===== src/rtl/instruction_cache_pkg.sv =====
// Shared constants, FSM encoding and helpers for the instruction cache.
package instruction_cache_pkg;

  localparam int BLOCK_BYTES   = 16;
  localparam int BLOCK_BITS    = 128;
  localparam int WORD_BITS     = 32;
  localparam int MEM_ADDR_BITS = 28;

  typedef enum logic [1:0] {
    IDLE   = 2'd0,
    MEM_RD = 2'd1,
    FILL   = 2'd2
  } state_t;

  // Picks one 32-bit word out of a 16-byte block; byte k sits at bits [8k+7:8k].
  function automatic logic [WORD_BITS-1:0] select_word(input logic [BLOCK_BITS-1:0] blk,
                                                       input logic [1:0] sel);
    return blk[sel*WORD_BITS +: WORD_BITS];
  endfunction

endpackage


===== src/rtl/instruction_cache_if.sv =====
// Bus bundle between the IF stage, the cache and instruction memory.
// The slave side is the cache itself; the master side is everything around it.
interface instruction_cache_if;
  import instruction_cache_pkg::*;

  logic [31:0]              PC_ADDRESS;
  logic                     CPU_READ;
  logic [WORD_BITS-1:0]     INSTRUCTION;
  logic                     CPU_BUSYWAIT;
  logic                     MEM_READ;
  logic [MEM_ADDR_BITS-1:0] MEM_ADDRESS;
  logic [BLOCK_BITS-1:0]    MEM_READDATA;
  logic                     MEM_BUSYWAIT;

  modport slave (
    input  PC_ADDRESS, CPU_READ, MEM_READDATA, MEM_BUSYWAIT,
    output INSTRUCTION, CPU_BUSYWAIT, MEM_READ, MEM_ADDRESS
  );

  modport master (
    output PC_ADDRESS, CPU_READ, MEM_READDATA, MEM_BUSYWAIT,
    input  INSTRUCTION, CPU_BUSYWAIT, MEM_READ, MEM_ADDRESS
  );

endinterface


===== src/rtl/icache_line_array.sv =====
// Line storage for the direct-mapped cache: VALID bits, tags and data blocks.
// Only VALID is reset; tag and data contents are meaningless until VALID is set.
module icache_line_array
  import instruction_cache_pkg::*;
#(
  parameter int INDEX_BITS = 3,
  parameter int TAG_BITS   = MEM_ADDR_BITS - INDEX_BITS
) (
  input  logic                  CLK,
  input  logic                  RESET,
  input  logic [INDEX_BITS-1:0] rd_index,
  output logic                  rd_valid,
  output logic [TAG_BITS-1:0]   rd_tag,
  output logic [BLOCK_BITS-1:0] rd_data,
  input  logic                  wr_en,
  input  logic [INDEX_BITS-1:0] wr_index,
  input  logic [TAG_BITS-1:0]   wr_tag,
  input  logic [BLOCK_BITS-1:0] wr_data
);

  localparam int NUM_LINES = 2 ** INDEX_BITS;

  logic [NUM_LINES-1:0]  valid_bits;
  logic [TAG_BITS-1:0]   tag_mem  [NUM_LINES];
  logic [BLOCK_BITS-1:0] data_mem [NUM_LINES];

  // VALID bits clear on reset so an abandoned or stale line can never hit.
  always_ff @(posedge CLK or posedge RESET) begin
    if (RESET) begin
      valid_bits <= '0;
    end else if (wr_en) begin
      valid_bits[wr_index] <= 1'b1;
    end
  end

  // Tag and data are plain storage, written only when a fill completes.
  always_ff @(posedge CLK) begin
    if (wr_en) begin
      tag_mem[wr_index]  <= wr_tag;
      data_mem[wr_index] <= wr_data;
    end
  end

  // Combinational read port so a hit returns its word in the same cycle.
  always_comb begin
    rd_valid = valid_bits[rd_index];
    rd_tag   = tag_mem[rd_index];
    rd_data  = data_mem[rd_index];
  end

endmodule


===== src/rtl/instruction_cache.sv =====
// Direct-mapped read-only instruction cache. Hits answer combinationally;
// misses stall the CPU, fetch a 16-byte block and refill the line.
module instruction_cache
  import instruction_cache_pkg::*;
#(
  parameter int INDEX_BITS = 3
) (
  input logic                  CLK,
  input logic                  RESET,
  instruction_cache_if.slave   bus
);

  localparam int TAG_BITS = MEM_ADDR_BITS - INDEX_BITS;

  state_t                   state;
  state_t                   next_state;
  logic                     rd_wait_done;
  logic [MEM_ADDR_BITS-1:0] miss_addr;

  logic [INDEX_BITS-1:0]    pc_index;
  logic [TAG_BITS-1:0]      pc_tag;
  logic [1:0]               pc_word;
  logic                     line_valid;
  logic [TAG_BITS-1:0]      line_tag;
  logic [BLOCK_BITS-1:0]    line_data;
  logic                     hit;
  logic                     fill_en;
  logic [1:0]               unused_pc_byte;

  assign pc_index       = bus.PC_ADDRESS[3+INDEX_BITS:4];
  assign pc_tag         = bus.PC_ADDRESS[31:4+INDEX_BITS];
  assign pc_word        = bus.PC_ADDRESS[3:2];
  assign unused_pc_byte = bus.PC_ADDRESS[1:0];
  assign fill_en        = (state == FILL);

  icache_line_array #(
    .INDEX_BITS (INDEX_BITS),
    .TAG_BITS   (TAG_BITS)
  ) u_lines (
    .CLK      (CLK),
    .RESET    (RESET),
    .rd_index (pc_index),
    .rd_valid (line_valid),
    .rd_tag   (line_tag),
    .rd_data  (line_data),
    .wr_en    (fill_en),
    .wr_index (miss_addr[INDEX_BITS-1:0]),
    .wr_tag   (miss_addr[MEM_ADDR_BITS-1:INDEX_BITS]),
    .wr_data  (bus.MEM_READDATA)
  );

  // Hit detection and word selection for the current PC.
  always_comb begin
    hit             = bus.CPU_READ & line_valid & (line_tag == pc_tag);
    bus.INSTRUCTION = hit ? select_word(line_data, pc_word) : '0;
  end

  // State register; reset abandons any in-flight miss.
  always_ff @(posedge CLK or posedge RESET) begin
    if (RESET) begin
      state <= IDLE;
    end else begin
      state <= next_state;
    end
  end

  // Miss address latch plus a flag marking that one full cycle has been spent in MEM_RD,
  // since memory only raises its busy flag after seeing the read request.
  always_ff @(posedge CLK or posedge RESET) begin
    if (RESET) begin
      miss_addr    <= '0;
      rd_wait_done <= 1'b0;
    end else begin
      rd_wait_done <= (state == MEM_RD);
      if (state == IDLE && bus.CPU_READ && !hit) begin
        miss_addr <= bus.PC_ADDRESS[31:4];
      end
    end
  end

  // Next-state logic: miss -> block read -> fill -> back to lookup.
  always_comb begin
    next_state = state;
    case (state)
      IDLE:    if (bus.CPU_READ && !hit) next_state = MEM_RD;
      MEM_RD:  if (rd_wait_done && !bus.MEM_BUSYWAIT) next_state = FILL;
      FILL:    next_state = IDLE;
      default: next_state = IDLE;
    endcase
  end

  // Output decode: stall while a miss is outstanding, request memory only in MEM_RD.
  always_comb begin
    bus.CPU_BUSYWAIT = 1'b1;
    bus.MEM_READ     = 1'b0;
    case (state)
      IDLE:    bus.CPU_BUSYWAIT = bus.CPU_READ & ~hit;
      MEM_RD:  bus.MEM_READ     = 1'b1;
      FILL:    bus.CPU_BUSYWAIT = 1'b1;
      default: bus.CPU_BUSYWAIT = 1'b1;
    endcase
  end

  assign bus.MEM_ADDRESS = miss_addr;

endmodule

===== src/flat_wrapper.sv =====
// flat-port wrapper written by rule: the top's interface ports become plain ports
module instruction_cache_flat import instruction_cache_pkg::*;
#(
  parameter int INDEX_BITS = 3
)
  (CLK, RESET, bus_PC_ADDRESS, bus_CPU_READ, bus_MEM_READDATA, bus_MEM_BUSYWAIT, bus_INSTRUCTION, bus_CPU_BUSYWAIT, bus_MEM_READ, bus_MEM_ADDRESS);
  instruction_cache_if bus_i ();
  input logic CLK;
  input logic RESET;
  input wire logic [$bits(bus_i.PC_ADDRESS)-1:0] bus_PC_ADDRESS;
  input wire logic [$bits(bus_i.CPU_READ)-1:0] bus_CPU_READ;
  input wire logic [$bits(bus_i.MEM_READDATA)-1:0] bus_MEM_READDATA;
  input wire logic [$bits(bus_i.MEM_BUSYWAIT)-1:0] bus_MEM_BUSYWAIT;
  output wire logic [$bits(bus_i.INSTRUCTION)-1:0] bus_INSTRUCTION;
  output wire logic [$bits(bus_i.CPU_BUSYWAIT)-1:0] bus_CPU_BUSYWAIT;
  output wire logic [$bits(bus_i.MEM_READ)-1:0] bus_MEM_READ;
  output wire logic [$bits(bus_i.MEM_ADDRESS)-1:0] bus_MEM_ADDRESS;
  assign bus_i.PC_ADDRESS = bus_PC_ADDRESS;
  assign bus_i.CPU_READ = bus_CPU_READ;
  assign bus_i.MEM_READDATA = bus_MEM_READDATA;
  assign bus_i.MEM_BUSYWAIT = bus_MEM_BUSYWAIT;
  assign bus_INSTRUCTION = bus_i.INSTRUCTION;
  assign bus_CPU_BUSYWAIT = bus_i.CPU_BUSYWAIT;
  assign bus_MEM_READ = bus_i.MEM_READ;
  assign bus_MEM_ADDRESS = bus_i.MEM_ADDRESS;
  instruction_cache #(.INDEX_BITS(INDEX_BITS)) u_core (.CLK(CLK), .RESET(RESET), .bus(bus_i));
endmodule

===== config.mk =====
export PLATFORM = sky130hd
export DESIGN_NAME = instruction_cache_flat
export DESIGN_NICKNAME = d
export VERILOG_FILES = /design/src/rtl/instruction_cache_pkg.sv /design/src/rtl/instruction_cache_if.sv /design/src/rtl/icache_line_array.sv /design/src/rtl/instruction_cache.sv /design/src/flat_wrapper.sv
export SDC_FILE = /design/constraint.sdc
export NUM_CORES = 1
export LEC_CHECK = 0
export CELL_PAD_IN_SITES_DETAIL_PLACEMENT = 1
export CELL_PAD_IN_SITES_GLOBAL_PLACEMENT = 1
export CORE_MARGIN = 2
export CORE_UTILIZATION = 45
export DETAILED_ROUTE_END_ITERATION = 12
export PLACE_DENSITY = 0.72
export SYNTH_ARGS = -nofsm -noshare
export SYNTH_HDL_FRONTEND = slang
export SYNTH_SLANG_ARGS = --single-unit

===== constraint.sdc =====
create_clock -name CLK -period 13.8 [get_ports CLK]
set_clock_uncertainty 0.05 [all_clocks]
set_input_delay 2.76 -clock CLK [delete_from_list [all_inputs] [get_ports CLK]]
set_output_delay 2.76 -clock CLK [all_outputs]
set_load 0.02 [all_outputs]

==> reports/results.ini, run 1 <==
[yosys]
syn-mean-instance-area_sq_um=24.59
synthAdderAreaFrac=0
muxShareOfSynthArea=0.1911
synthXorXnorAreaFrac=0.003450
synthSimpleGateAreaFrac=0.009649
yosysTopAreaCell=edfxtp_1
netlist-cell-type-count=45
number_of_enable_flip_flop_cells_after_synthesis=1224
netlist_area_before_placement_sq_mm=0.04824
synthDominantCellAreaShare=0.7620
post_synthesis_async_set_or_reset_flop_share=0.03088
synthCells=1962
synth.yosys.seq_area_share=0.7822
largest_family_of_logic_cells_by_synthesized_area=multiplexers
synthesis.yosys.warnings=0
share_of_the_synthesized_area_in_compound_gates_ao_oa_aoi_oai=0.004098
synth_ff_type=edfxtp_1
synth.ff_latch_count=1263
synth_top_cells_by_area=edfxtp_1 76%, mux4_2 17%, dfrtp_1 2.0%, mux2i_1 1.5%, mux2_2 0.49%
syn_nets=2126

[global_routing]
met3_track_demand_over_resource_in_global_routing=0.05051
grt.busiest_layer=met2
grt_first_pass_wirelength_um=162000
grtUsageMet1=0.2693
antenna_found_initial=23
grt-ovfl-total=0
grt_pass1_vias=24100
met2_usage=0.3301
grt.total_usage=0.2021
largest_net_degree_at_the_start_of_global_routing=121

[cts]
clock-sinks=1263
htreeDepth=4
cts_buffer_depth=3
insertion_delay_ns=0.72
postCtsResizedCells=0
postCtsSetupBuffers=0
cts.root.buffer_cell=clkbuf_16
tritoncts_clock_tree=done
cts_buffers=132
clk_pin_slew_ns=0.06
holdBufCountCts=0

[die]
design.portCount=226
core_area_sq_mm=0.1068
die_w_um=331.4
die_h_um=331.4
start_util=0.4519
num_rows=120
die-area_sq_mm=0.1098

[timing]
final_hold_viol_count=0
period_needed_ns=10.23
timing.slew.headroom=0.2303
worst_hold_slack_ns=0.4234
slew_viol_final=0
grt_setup_unrepaired=false
tightest_slew_ns=1.154
fin_tns_setup_ns=0
setup-violations-final=0
maxClockFrequency_ghz=0.09780
finalCritPeriodShare=0.7410

[finish]
postLayoutCoreUtil=0.5280
n_fill_cell=9040
layout.cells.most_common=edfxtp_1
synthToLayoutAreaGrowth_pct=16.86
fin_area_sq_mm=0.05637
final_layout_size_suffix_gt1_frac=0.2699
fin_nets=2418
most-common-layout-cells=1224 x edfxtp_1, 360 x mux4_2, 218 x clkdlybuf4s50_1, 137 x clkbuf_16, 74 x mux2i_1

[setup_path]
setup.worst_path.class=in -> out
path_max_fanout=59
critical_path.slowest_cell=buf_4
regToRegStartpoint=u_core.state[0]$_DFFE_PP0P_
startpoint_type=input pin
worst_ep_required_time_ns=10.99
reg2regPathDepth=4
critPathLaunch=bus_PC_ADDRESS[4]
critPathMaxStageDelay_ns=0.85
cp_cell_sequence=buf_8 > buf_4 > buf_4 > mux4_2 > mux4_2 > mux2i_1 > nor2_1 > clkdlybuf4s50_1
timing.critical_path.arrival_ns=7.42
cp-end-kind=output port

[place]
buffer_ports.inserted=223
dpl-instance-area_sq_mm=0.05219
dpl.hpwl_um=58100
routability_cong=0.7282

[routing]
first_iter_violations=1841
routed_wirelength_um=108900
detailed_routing_iteration_count_for_the_pre_antenna_repair_pass=5
ant_nets=0
route.vias.total=21510
wl_per_cell_um=28.91
drc=0
routed_via_density=5.706

[power_and_ir_drop]
share_clk_of_total_power=0.389
power.leakage_nw=17.79
power.density_mw_per_mm2=155.2
seq_power_share=0.527
irDropWorstVdd_mv=0.08936
p_int_mw=6.789
p_comb_frac=0.084
switching_share=0.2240
switchingPower_mw=1.960

[min_path]
min_path_type=reg -> reg
hold_path_depth=1
startpoint_of_the_worst_hold_path=u_core.u_lines.valid_bits[4]$_DFFE_PP0P_

[run]
max_cap_violations=0

[status]
run_status=finished clean

[layer usage]
layer / wire [um] / up-vias
li1: - / 9065
met1: 45880 / 11610
met2: 54060 / 630
met3: 6742 / 169
met4: 2077 / 28
met5: 184 / -
[final timing paths]
kind	end	slack, ns
max in group asynchronous	u_core.bus.MEM_ADDRESS[12]$_DFFE_PP0P_	10.84
worst max register to register	u_core.u_lines.data_mem[6][49]$_DFFE_PP_	10.02
worst min register to register	u_core.u_lines.valid_bits[4]$_DFFE_PP0P_	0.42
min in group asynchronous	u_core.rd_wait_done$_DFF_PP0_	2.45
worst min-delay path	u_core.u_lines.valid_bits[4]$_DFFE_PP0P_	0.42
worst max-delay path	bus_INSTRUCTION[1]	3.57
[kinds of logic (layout without fill, tap and decap cells)]
logic type                count (synthesis)  in the layout
DFF                                    1263           1263
muxes                                   464            464
buffers and inverters                    98            496
and+or+nand+nor                          92             92
AOI/OAI and AO/OA                        26             26
xor gates and xnor gates                 19             19
other                                     0              6
[cells in the mapped netlist (4+ instances only)]
| library cell | number |
|---|---|
| buf_1 | 16 |
| mux2i_1 | 74 |
| clkbuf_1 | 38 |
| buf_4 | 4 |
| xnor2_1 | 4 |
| nand2_1 | 4 |
| edfxtp_1 | 1224 |
| buf_6 | 4 |
| nor2b_1 | 5 |
| or2_2 | 8 |
| mux4_2 | 360 |
| mux2_2 | 21 |
| dfrtp_1 | 39 |
| and3_1 | 4 |
| xor2_1 | 15 |
| nand3_1 | 5 |
| mux2_4 | 9 |
| nor2_1 | 44 |
| buf_2 | 35 |
| a22oi_1 | 9 |
[registers in the layout, summed over array words and instances, names as in the netlist]
| register | flops |
|---|---|
| u_core.u_lines.valid_bits | 8 |
| u_core.u_lines.tag_mem | 200 |
| u_core.rd_wait_done | 1 |
| u_core.state | 2 |
| u_core.u_lines.data_mem | 1024 |
| u_core.bus.MEM_ADDRESS | 28 |
[per-stage QoR]
step / setup slack [ns] / std cells / power, mW
floorplan: 1.348 / 1962 / 5.091
detailed placement: 3.448 / 3523 / 5.439
finish: 3.575 / 3769 / 8.749
CTS: 3.437 / 3763 / 8.849
global route: 3.163 / 3769 / 9.025
global placement: 3.556 / 3523 / 5.395
[critical path, delay by kind of cell]
| family | cells | cell delay [ns] |
|---|---|---|
| mux | 3 | 1.56 |
| buf+inv | 4 | 2.77 |
| simple gates | 1 | 0.09 |
[power groups by stage]
| stage | clock (mW) | sequential [mW] | combinational, mW |
|---|---|---|---|
| after detailed placement | 0 | 4.69 | 0.745 |
| after global placement | 0 | 4.67 | 0.729 |
| after global routing | 3.61 | 4.63 | 0.783 |
| after CTS | 3.48 | 4.61 | 0.749 |
| final | 3.40 | 4.61 | 0.735 |
| after floorplan | 0 | 4.72 | 0.371 |
[final cells by class]
class / count / area (sq um) / area share
inverters: 1 / 3.754 / 0.00006659
multi-input cells: 601 / 10120 / 0.1795
clock inverters: 76 / 599.3 / 0.01063
clock buffers: 164 / 3570 / 0.06333
repair buffers: 255 / 2576 / 0.04570
flip-flops and latches: 1263 / 37730 / 0.6693
diodes: 6 / 15.01 / 0.0002664
well taps: 1403 / 1755 / 0.03114
Power figures use the tool's default switching activity.
==> inputs of run 2 (changes only) <==
PLACE_DENSITY = 0.75   (was 0.72)
clock period = 8.3 ns   (was 13.8 ns; I/O delays follow)
==> run 2 against run 1 <==
Effect of this change: non-clock buffer count up 8; die area stayed put; first-iteration DRC count is 1.6% lower; critical path depth increased by 4; sequential power grew 66%; sequential share of layout area shrank 0.20 points; global-route usage is 0.14 points higher; setup slack got worse by 2.5 ns; flip-flop and latch count stayed put; via count is 0.93% higher; total power rose by 68%; register-to-register slack lost 5.0 ns; critical path type unchanged; critical endpoint is now bus_INSTRUCTION[28]; largest cell class unchanged.
==> reports/results.ini, run 2 (same netlist as run 1, synthesis figures left out) <==
[power_and_ir_drop]
power.leakage_nw=17.87
irDropWorstVdd_mv=0.2049
power.density_mw_per_mm2=259.8

[place]
buffer_ports.inserted=223
routability_cong=0.7460
dpl.hpwl_um=60100

[cts]
clock-sinks=1263
cts_buffer_depth=3
htreeDepth=4
postCtsResizedCells=0
cts_buffers=133
postCtsSetupBuffers=0
insertion_delay_ns=0.74
tritoncts_clock_tree=done
holdBufCountCts=0
clk_pin_slew_ns=0.06
cts.root.buffer_cell=clkbuf_16

[status]
run_status=finished clean

[setup_path]
regToRegStartpoint=u_core.u_lines.tag_mem[7][13]$_DFFE_PP_
startpoint_type=input pin
setup.worst_path.class=in -> out
timing.critical_path.arrival_ns=5.48
setup.reg_to_reg.worst_slack_ns=4.99
cp-end-kind=output port
reg2regPathDepth=8
worst_ep_required_time_ns=6.59
path_max_fanout=52
r2r-end=u_core.bus.MEM_ADDRESS[11]$_DFFE_PP0P_

[run]
max_cap_violations=0

[die]
start_util=0.4519
die-area_sq_mm=0.1098
num_rows=120
die_w_um=331.4
core_area_sq_mm=0.1068
design.portCount=226
die_h_um=331.4

[routing]
wl_per_cell_um=29.27
drc=0
first_iter_violations=1811
route.vias.total=21710
detailed_routing_iteration_count_for_the_pre_antenna_repair_pass=5
routed_wirelength_um=110300
routed_via_density=5.758
ant_nets=0

[timing]
fin_tns_setup_ns=0
final_hold_viol_count=0
maxClockFrequency_ghz=0.1391
setup-violations-final=0
slew_viol_final=0
tightest_slew_ns=1.149
finalCritPeriodShare=0.8663
grt_setup_unrepaired=false
period_needed_ns=7.190
timing.slew.headroom=0.2341

[min_path]
min_path_type=reg -> reg
hold_end=u_core.u_lines.valid_bits[3]$_DFFE_PP0P_
hold_path_depth=1
startpoint_of_the_worst_hold_path=u_core.u_lines.valid_bits[3]$_DFFE_PP0P_

[global_routing]
grt_pass1_vias=23950
largest_net_degree_at_the_start_of_global_routing=105
grt-ovfl-total=0
grt_first_pass_wirelength_um=163000
grt.total_usage=0.2035
antenna_found_initial=19

[finish]
largest_reg_flops=1024
synthToLayoutAreaGrowth_pct=17.21
postLayoutCoreUtil=0.5296
final_layout_size_suffix_gt1_frac=0.2718
most-common-layout-cells=1224 x edfxtp_1, 360 x mux4_2, 218 x clkdlybuf4s50_1, 140 x clkbuf_16, 74 x mux2i_1
n_fill_cell=9008
layout.cells.most_common=edfxtp_1
largest_register=u_core.u_lines.data_mem
fin_nets=2427

-- run 2: changes by cell type in the layout (fill, tap and decap cells not counted), moves of 4 or more --
cell,previous run,this run
clkinv_1,27,18
buf_4,25,33
clkinv_2,27,15
inv_6,7,3
clkbuf_1,23,29
clkbuf_8,4,10
-- run 2: per-stage QoR --
step	setup WS [ns]	instance area [sq um]	instances	hold slack [ns]	power, mW
2_1_floorplan	0.1000	48250	1962	0.3837	8.456
3_3_place_gp	1.134	52260	3531	0.3956	8.980
3_5_place_dp	1.144	52260	3531	0.4017	9.065
4_1_cts	1.118	56530	3765	0.4162	14.86
5_1_grt	0.8986	56540	3770	0.4451	15.15
6_report	1.110	56540	3770	0.4125	14.69
-- run 2: worst max-delay path by stage --
stage                                     startpoint                                  endpoint  slack, ns
2_1_floorplan  u_core.bus.MEM_ADDRESS[0]$_DFFE_PP0P_  u_core.u_lines.valid_bits[6]$_DFFE_PP0P_       0.10
3_3_place_gp                       bus_PC_ADDRESS[5]                        bus_INSTRUCTION[1]       1.13
3_5_place_dp                       bus_PC_ADDRESS[5]                       bus_INSTRUCTION[28]       1.14
4_1_cts                            bus_PC_ADDRESS[5]                       bus_INSTRUCTION[21]       1.12
5_1_grt                            bus_PC_ADDRESS[5]                       bus_INSTRUCTION[28]       0.90
6_report                           bus_PC_ADDRESS[5]                       bus_INSTRUCTION[28]       1.11
-- run 2: report_power, final --
part           switching [mW]  total, mW  leakage [nW]  internal (mW)
Sequential              0.241       7.67          11.5           7.43
Clock                    2.39       5.78          2.08           3.39
Combinational           0.662       1.24          4.31          0.579
Total                    3.29       14.7          17.9           11.4
-- run 2: final cells by class --
| class | count | area, sq um | area share |
|---|---|---|---|
| clock inverter | 55 | 516.7 | 0.009140 |
| antenna | 5 | 12.51 | 0.0002213 |
| clock buffer | 179 | 3750 | 0.06632 |
| tap | 1403 | 1755 | 0.03105 |
| timing repair buffer | 263 | 2636 | 0.04663 |
| sequential | 1263 | 37730 | 0.6674 |
| inverter | 1 | 3.754 | 0.00006639 |
| multi-input combinational | 601 | 10130 | 0.1792 |
-- run 2: per-layer routing --
layer	part of all wire	wire length [um]	GRT usage
met2	0.50	55700	0.3367
met5	0.0011	118	0
met1	0.41	45720	0.2713
met4	0.023	2528	0.06655
met3	0.057	6283	0.04332
-- run 2: worst max-delay path: stages --
cell             delay, ns
buf_8                 0.31
buf_12                0.38
mux4_2                0.56
mux2i_1               0.18
xor2_1                0.30
and4_1                0.30
o2111a_1              0.21
nand4_1               0.09
buf_4                 0.35
buf_4                 0.26
nor2_1                0.13
clkdlybuf4s50_1       0.63
